**src/rtl/guess_game_pkg.sv**
```systemverilog
// -----------------------------------------------------------------------------
// guess_game_pkg
// Shared constants for the number-guessing game controller: FSM state codes
// (as seen on state_out), hint codes, the default number of guesses per round
// and the guess grading helper.
// No ports (package).
// -----------------------------------------------------------------------------
package guess_game_pkg;

   // Default number of guesses allowed per round (legal range 1..15)
   localparam int unsigned MAX_TRIES_DEFAULT = 32'd7;

   // FSM state codes, identical to the encoding driven on state_out
   localparam logic [1:0] ST_IDLE = 2'b00;
   localparam logic [1:0] ST_PLAY = 2'b01;
   localparam logic [1:0] ST_WIN  = 2'b10;
   localparam logic [1:0] ST_LOSE = 2'b11;

   // Hint codes describing the most recent guess
   localparam logic [1:0] HINT_NONE    = 2'b00;
   localparam logic [1:0] HINT_LOW     = 2'b01;
   localparam logic [1:0] HINT_HIGH    = 2'b10;
   localparam logic [1:0] HINT_CORRECT = 2'b11;

   // Unsigned comparison of a guess against the secret value
   function automatic logic [1:0] grade_guess(input logic [3:0] guess,
                                              input logic [3:0] secret);
      logic [1:0] grade;
      if (guess == secret) begin
         grade = HINT_CORRECT;
      end else if (guess < secret) begin
         grade = HINT_LOW;
      end else begin
         grade = HINT_HIGH;
      end
      return grade;
   endfunction

endpackage

```
**src/rtl/btn_fall_edge.sv**
```systemverilog
// -----------------------------------------------------------------------------
// btn_fall_edge
// Release detector for an already synchronised, debounced button. A release
// event is flagged combinationally in the cycle where the registered previous
// level is 1 and the current level is 0, so the consumer can act on the same
// clock edge at which the release is seen.
// Ports:
//   clk  - system clock
//   rst  - asynchronous active-low reset (clears the previous-level flop)
//   btn  - button level, synchronous to clk
//   fall - one-cycle release event
// -----------------------------------------------------------------------------
module btn_fall_edge (
   input  logic clk,
   input  logic rst,
   input  logic btn,
   output logic fall
);

   logic prev_r;

   // Capture last cycle's button level; cleared on reset so a button that is
   // already low at release cannot look like a fresh release
   always_ff @(posedge clk or negedge rst) begin
      if (!rst) begin
         prev_r <= 1'b0;
      end else begin
         prev_r <= btn;
      end
   end

   assign fall = prev_r & ~btn;

endmodule

```
**src/rtl/guess_game_ctrl.sv**
```systemverilog
// -----------------------------------------------------------------------------
// guess_game_ctrl
// Round controller for a 4-bit number-guessing game. A release of rng_button
// latches rng_value as the secret and starts a round; each release of
// guess_button during a round grades guess_value against the secret. The
// round ends in WIN on a correct guess or in LOSE once MAX_TRIES incorrect
// guesses have been used. All outputs are registered and change on the same
// edge at which a button release is detected.
// Ports:
//   clk          - system clock
//   rst          - asynchronous active-low reset
//   rng_button   - start/restart button (release = event)
//   rng_value    - free-running random value, sampled on a start event
//   guess_button - guess-submit button (release = event)
//   guess_value  - player guess, sampled on a submit event
//   target       - latched secret value
//   tries        - guesses submitted this round
//   hint         - grade of last guess (none / low / high / correct)
//   state_out    - FSM state code
//   win, lose    - high while in WIN / LOSE
// -----------------------------------------------------------------------------
module guess_game_ctrl
   import guess_game_pkg::*;
#(
   parameter int unsigned MAX_TRIES = MAX_TRIES_DEFAULT
) (
   input  logic       clk,
   input  logic       rst,
   input  logic       rng_button,
   input  logic [3:0] rng_value,
   input  logic       guess_button,
   input  logic [3:0] guess_value,
   output logic [3:0] target,
   output logic [3:0] tries,
   output logic [1:0] hint,
   output logic [1:0] state_out,
   output logic       win,
   output logic       lose
);

   localparam logic [3:0] MAX_TRIES_C = 4'(MAX_TRIES);

   logic       rng_evt_s;
   logic       guess_evt_s;

   logic [1:0] state_r;
   logic [3:0] target_r;
   logic [3:0] tries_r;
   logic [1:0] hint_r;
   logic       win_r;
   logic       lose_r;

   logic [1:0] state_nx_s;
   logic [3:0] target_nx_s;
   logic [3:0] tries_nx_s;
   logic [1:0] hint_nx_s;
   logic [3:0] tries_inc_s;
   logic [1:0] grade_s;

   btn_fall_edge u_rng_edge (
      .clk  (clk),
      .rst  (rst),
      .btn  (rng_button),
      .fall (rng_evt_s)
   );

   btn_fall_edge u_guess_edge (
      .clk  (clk),
      .rst  (rst),
      .btn  (guess_button),
      .fall (guess_evt_s)
   );

   // Next-state and next-output computation for the round FSM
   always_comb begin
      state_nx_s  = state_r;
      target_nx_s = target_r;
      tries_nx_s  = tries_r;
      hint_nx_s   = hint_r;
      tries_inc_s = tries_r + 4'd1;
      grade_s     = grade_guess(guess_value, target_r);

      case (state_r)
         // Outside a round only a start event matters; guesses are dropped
         ST_IDLE, ST_WIN, ST_LOSE: begin
            if (rng_evt_s) begin
               state_nx_s  = ST_PLAY;
               target_nx_s = rng_value;
               tries_nx_s  = 4'd0;
               hint_nx_s   = HINT_NONE;
            end else begin
               state_nx_s  = state_r;
            end
         end
         // During a round the target is locked: rng events are ignored even
         // when they coincide with a guess
         ST_PLAY: begin
            if (guess_evt_s) begin
               tries_nx_s = tries_inc_s;
               hint_nx_s  = grade_s;
               if (grade_s == HINT_CORRECT) begin
                  state_nx_s = ST_WIN;
               end else if (tries_inc_s >= MAX_TRIES_C) begin
                  // >= keeps tries bounded even if the counter were corrupted
                  state_nx_s = ST_LOSE;
               end else begin
                  state_nx_s = ST_PLAY;
               end
            end else begin
               state_nx_s = ST_PLAY;
            end
         end
         default: begin
            state_nx_s  = ST_IDLE;
            target_nx_s = 4'd0;
            tries_nx_s  = 4'd0;
            hint_nx_s   = HINT_NONE;
         end
      endcase
   end

   // Output and state registers; win/lose decoded from the next state so they
   // change on the same edge as state_out
   always_ff @(posedge clk or negedge rst) begin
      if (!rst) begin
         state_r  <= ST_IDLE;
         target_r <= 4'd0;
         tries_r  <= 4'd0;
         hint_r   <= HINT_NONE;
         win_r    <= 1'b0;
         lose_r   <= 1'b0;
      end else begin
         state_r  <= state_nx_s;
         target_r <= target_nx_s;
         tries_r  <= tries_nx_s;
         hint_r   <= hint_nx_s;
         win_r    <= (state_nx_s == ST_WIN);
         lose_r   <= (state_nx_s == ST_LOSE);
      end
   end

   assign target    = target_r;
   assign tries     = tries_r;
   assign hint      = hint_r;
   assign state_out = state_r;
   assign win       = win_r;
   assign lose      = lose_r;

endmodule
```
**config.mk**
```make
export PLATFORM = sky130hd
export DESIGN_NAME = guess_game_ctrl
export DESIGN_NICKNAME = d
export VERILOG_FILES = /design/src/rtl/guess_game_pkg.sv /design/src/rtl/btn_fall_edge.sv /design/src/rtl/guess_game_ctrl.sv
export SDC_FILE = /design/constraint.sdc
export NUM_CORES = 1
export LEC_CHECK = 0
export BUFFER_PORTS_ARGS = -buffer_cell sky130_fd_sc_hd__buf_2
export CORE_MARGIN = 5
export CORE_UTILIZATION = 44
export CTS_CLUSTER_DIAMETER = 120
export DETAILED_ROUTE_END_ITERATION = 12
export PLACE_DENSITY = 0.73
export SYNTH_ARGS = -nofsm -noshare
export SYNTH_HDL_FRONTEND = slang
export SYNTH_SLANG_ARGS = --single-unit
```
**constraint.sdc**
```tcl
create_clock -name clk -period 1.4 [get_ports clk]
set_clock_uncertainty 0.2 [all_clocks]
set_input_delay 0.21 -clock clk [delete_from_list [all_inputs] [get_ports clk]]
set_output_delay 0.21 -clock clk [all_outputs]
set_load 0.01 [all_outputs]
```
After elaboration in Yosys (flattened, before gate mapping)

Index checks and enable logic that the tools add are counted.

Word-level logic and storage cells: 41
Latch bits: 0
Input bits: 12
Memory bits (read-only): 0
Memories kept: 0
Bits in writable memories: 0
Register bits after elaboration: 16

Equality and inequality tests: 9
Multipliers: 0
Divide/modulo/power cells: 0
Reductions and logical operators: 4
Bitwise operators: 4
$lt $le $gt $ge: 2
$add $sub $neg: 1
Muxes and demuxes: 13
Shifts and indexed selects: 0

Operator list:

| cell                                                                                 | number |
|---|---|
| 2-bit 2-to-1 mux                                                                     | 8 |
| 2-bit == test (second input constant)                                                | 5 |
| 4-bit 2-to-1 mux                                                                     | 2 |
| 2-bit case mux with 2 select lines                                                   | 2 |
| 4-bit case mux with 2 select lines                                                   | 1 |
| 4-bit by 1-bit adder with 4-bit output (second input constant)                       | 1 |
| 4-bit == test                                                                        | 1 |
| 4-bit by 3-bit greater-or-equal comparator with 1-bit output (second input constant) | 1 |
| 4-bit < comparator                                                                   | 1 |
| 2-bit inequality test (second input constant)                                        | 2 |
| 2-bit AND reduction                                                                  | 2 |
| 3-bit OR reduction                                                                   | 1 |
| 1-bit AND                                                                            | 2 |
| 2-bit by 1-bit == test with 1-bit output (second input constant)                     | 1 |
| 2-bit zero test                                                                      | 1 |
| 1-bit inverter                                                                       | 2 |

Longest topological paths before layout

Depth in word-level cells: 8
Gate-level depth with buffers: 6

By module

From an unflattened synthesis, not the netlist that was laid out.

Cell total of the unflattened synthesis: 70
Area total of the unflattened synthesis: 829.5 µm²

Modules (own cells, without submodules):

| module          | sequential area each (µm²) | cells an instance | instances | area each (µm²) |
|---|---|---|---|---|
| guess_game_ctrl | 350.3                      | 66                | 1         | 752.0 |
| btn_fall_edge   | 25.0                       | 2                 | 2         | 38.8 |

Worst setup path before layout

Ideal clock, no wire load.

Path type: register -> register
Start: register target_r[3], in the netlist target[3]
End: register hint_r[1], in the netlist hint[1]
Buffers on the path: 0
Clock period less this slack: 1.586 ns
Slack: -0.186 ns
Data arrival time: 1.261 ns
Setup time: 0.125 ns
Stages on the path, launching flop included: 7
Cell sequence: dfrtp_1 -> inv_1 -> ha_1 -> and4_1 -> nor2_2 -> inv_1 -> a2bb2oi_1

Cells in the longest elaborated chain, start to end: 5

Ends and longest elaborated chain:

| item                                   | line                   | source |
|---|---|---|
| start, declared                        | guess_game_ctrl.sv:47  | `logic [3:0] target_r;` |
| start signal, assigned                 | guess_game_ctrl.sv:134 | `target_r <= target_nx_s;` |
| 4-bit < comparator                     | guess_game_pkg.sv:31   | `end else if (guess < secret) begin` |
| 2-bit 2-to-1 mux                       | guess_game_pkg.sv:31   |  |
| 2-bit 2-to-1 mux (*)                   | guess_game_pkg.sv:29   | `if (guess == secret) begin` |
| 2-bit 2-to-1 mux (*)                   | guess_game_ctrl.sv:98  | `if (guess_evt_s) begin` |
| 2-bit case mux with 2 select lines (*) | guess_game_ctrl.sv:83  | `case (state_r)` |
| end signal, assigned                   | guess_game_ctrl.sv:136 | `hint_r <= hint_nx_s;` |
| end, declared                          | guess_game_ctrl.sv:49  | `logic [1:0] hint_r;` |

Mark *: on every way between the ends. The rest lies on a longest branch, timed or not. The select of a mux whose other input is x is not followed.
A chain may end at the register's enable or synchronous reset.

Worst setup path in the final report

Start: register target_r[3], in the netlist target[3]
End: register win_r, in the netlist win

Cells in the longest elaborated chain, start to end: 8

Ends and longest elaborated chain:

| item                                   | line                   | source |
|---|---|---|
| 4-bit < comparator                     | guess_game_pkg.sv:31   |  |
| 2-bit 2-to-1 mux                       | guess_game_pkg.sv:31   |  |
| 2-bit 2-to-1 mux (*)                   | guess_game_pkg.sv:29   |  |
| 2-bit == test (*)                      | guess_game_ctrl.sv:101 | `if (grade_s == HINT_CORRECT) begin` |
| 2-bit 2-to-1 mux (*)                   | guess_game_ctrl.sv:101 |  |
| 2-bit 2-to-1 mux (*)                   | guess_game_ctrl.sv:98  |  |
| 2-bit case mux with 2 select lines (*) | guess_game_ctrl.sv:83  |  |
| 2-bit == test (*)                      | guess_game_ctrl.sv:137 | `win_r <= (state_nx_s == ST_WIN);` |
| end signal, assigned                   | guess_game_ctrl.sv:137 |  |
| end, declared                          | guess_game_ctrl.sv:50  | `logic win_r;` |

Mark *: on every way between the ends. The rest lies on a longest branch, timed or not.

==> results_dict.tcl <==
set metrics [dict create \
    cts_root_buf "clkbuf_4" \
    layout_common_cells "buf_2 (21), dfrtp_1 (13), nand2_1 (12), buf_4 (11), dlygate4sd3_1 (7)" \
    routabilityCongestion 0.768 \
    clk_path_buf_depth 2 \
    rrSetupSlack_ns -0.07 \
    setup_viol 5 \
    cp.buffers_inverters 1 \
    failed_checks "setup timing" \
    ios 26 \
    reg2regPathDepth 5 \
    place_area_sq_um 1060 \
    ys_ff_latch 16 \
    nets 145 \
    core_area_sq_um 1760 \
    clock_latency_ns 0.29 \
    n_antenna_cell 0 \
    cts.sinks 16 \
    antenna_found_initial 0 \
    vias 739 \
    start_kind "flop" \
    gr-total-overflow 0 \
    drive_above_1_share_pct 54.0 \
    cp_data_arrival_time_ns 1.46 \
    die_y_microns 53.7 \
    critical_path.max_stage_delay_ns 0.39 \
    ant_nets 0 \
    critPathMaxFanout 3 \
    worstSetupPathType "flop to flop" \
    fillCellCount 141 \
    drt-total-wl_mm 2.02 \
    syn2layout_area_growth_pct 54.2 \
    dp_worst_setup_slack_ns -0.178 \
    synthCells 78 \
    grt_pass1_wl_mm 3.34 \
    end_kind "flop" \
    slew_violations 0 \
    regToRegStartpoint "target[3]" \
    p_leak_nw 0.629 \
    hold_end "hint[1]" \
    grt_max_degree 17 \
    crit_required_ns 1.39 \
    hp-class "input port to flop" \
    ys_seq_area_share_pct 47.7 \
    drc_errors 0 \
    hpwl_mm 1.33 \
    multi_input_comb_area_sq_um 472 \
    hold_viol 0 \
    min_from "guess_button" \
    drt-pass1-iter-count 4 \
    p_per_area_nw_per_um2 1800 \
    cp_top_family "flip-flops" \
    synth_area_sq_um 840 \
    h-tree-depth 1 \
    min_period_over_period_pct 105 \
    initial_core_util_pct 47.6 \
    fmax_ghz 0.679 \
    syn_area_per_cell_sq_um 10.8 \
    die_w_microns 53.7 \
    die_area_sq_um 2880 \
    final_area_sq_um 1290 \
    grtUsageTotal_pct 16.5 \
    layout_commonest_cell "buf_2" \
    regToRegEndpoint "win" \
    syn-num-nets 96 \
    status "complete, but fails checks" \
    rows 15 \
    max_cap_violations 0 \
    yosys_warnings 0 \
    synth_cell_type_count 28 \
    drtIter0Drc 2 \
    clkTransAtPathRegs_ns 0.09 \
    fin_ws_ns -0.0729 \
    fin_crit_ns 1.47 \
    vias_per_cell 4.89 \
    cts_tree "done" \
    vdd_drop_max_mv 1.14 \
    grt_setup_unrepaired "yes" \
    numPortBuffers 25 \
    post_drt_wl_per_cell_microns 13.4 \
    grt_pass1_vias 797 \
    cts_made_buffers 3 \
    post-route-util_pct 73.4 \
    min_path_cells 3 \
    slowest_stage "dfrtp_1" \
    worst_pin_slew_ns 0.352 \
    relSlewSlack_pct 76.6 \
    worstPathCellList "inv_2 -> ha_4 -> and4_4 -> and2_4 -> a21o_1" \
    seq_area_sq_um 404 \
]
synthesized netlist by cell type, drive strengths merged:
library cell / count / area share (%)
and2: 3 / 2.5
nand2b: 2 / 1.8
and2b: 1 / 1.0
nor2: 4 / 2.1
nand3: 1 / 0.60
buf: 1 / 1.3
ha: 6 / 8.9
and4bb: 1 / 1.9
a21oi: 6 / 5.4
o21ai: 10 / 7.3
a21o: 1 / 0.89
a22o: 1 / 1.0
nor3: 1 / 0.60
and4: 1 / 1.0
nand2: 12 / 5.4
dfrtp: 16 / 48
a2bb2oi: 1 / 1.0
xor2: 1 / 1.0
xnor2: 1 / 1.9
nand4bb: 1 / 3.3
inv: 7 / 3.1
stage by stage:
| step | power [mW] | cells | hold slack (ns) | setup TNS (ns) |
|---|---|---|---|---|
| 2_1_floorplan | 1.32 | 78 | -0.286 | -0.622 |
| 3_3_place_gp | 1.71 | 134 | -0.0596 | -0.532 |
| 3_5_place_dp | 1.73 | 134 | -0.0634 | -0.665 |
| 4_1_cts | 2.22 | 148 | 0.106 | -0.235 |
| 5_1_grt | 2.54 | 151 | 0.138 | -0.681 |
| 6_report | 2.33 | 151 | 0.112 | -0.268 |
worst max path at each step:
stage,start,endpoint,slack [ns],depth (start not counted)
after detailed placement,target[2],hint[1],-0.18,6
after floorplan,target[2],hint[1],-0.18,6
after global placement,target[2],hint[1],-0.14,6
after CTS,target[3],hint[1],-0.06,6
after global routing,target[3],hint[1],-0.15,6
final,target[3],win,-0.07,5
routing by layer:
layer / track usage (%) / up-vias / share of wire, %
met3: 2.49 / 3 / 3.1
met2: 31.7 / 19 / 55
li1: - / 364 / -
met5: 0 / - / 0
met4: 7.66 / 0 / 1.4
met1: 17.2 / 353 / 40
area by class of cell:
class	count	area share, %
Clock buffer	4	2.80
Inverter	7	2.03
Timing Repair Buffer	45	25.1
Multi-Input combinational cell	54	36.4
Tap cell	25	2.42
Sequential cell	16	31.2
repair_timing:
item | CTS | global route
setup endpoints to repair | 9 | 14
gates resized for setup | 11 | 7
setup buffers | 3 | 3
pin swaps | 3 | 1
hold endpoints to repair | 22 | 0
hold buffers | 7 | 0
logic make-up after synthesis:
| group | count (synthesis) | share of synthesized area [%] |
|---|---|---|
| AND/OR/NAND/NOR | 27 | 20.3 |
| AO/OA/AOI/OAI | 19 | 15.6 |
| flip-flops | 16 | 47.7 |
| buffers and inverters | 8 | 4.47 |
| adder cells (fa/ha/maj) | 6 | 8.94 |
| XOR/XNOR | 2 | 2.98 |
flip-flops by register name, summed over array words and instances, names as in the netlist:
register / flops
hint: 2
lose: 1
state_out: 2
target: 4
tries: 4
u_guess_edge.prev_r: 1
u_rng_edge.prev_r: 1
win: 1
where the power goes:
group | switching, mW | leakage (nW) | internal [mW]
Clock | 0.142 | 0.0210 | 0.159
Combinational | 0.573 | 0.415 | 0.696
Sequential | 0.133 | 0.194 | 0.631
Total | 0.849 | 0.629 | 1.49
worst reg2reg max path, cell delays in order (launching register included):
cell	delay [ns]
dfrtp_1	0.39
inv_2	0.08
ha_4	0.20
and4_4	0.21
and2_4	0.14
a21o_1	0.15
Note: power is estimated with default switching activity, not from simulation.
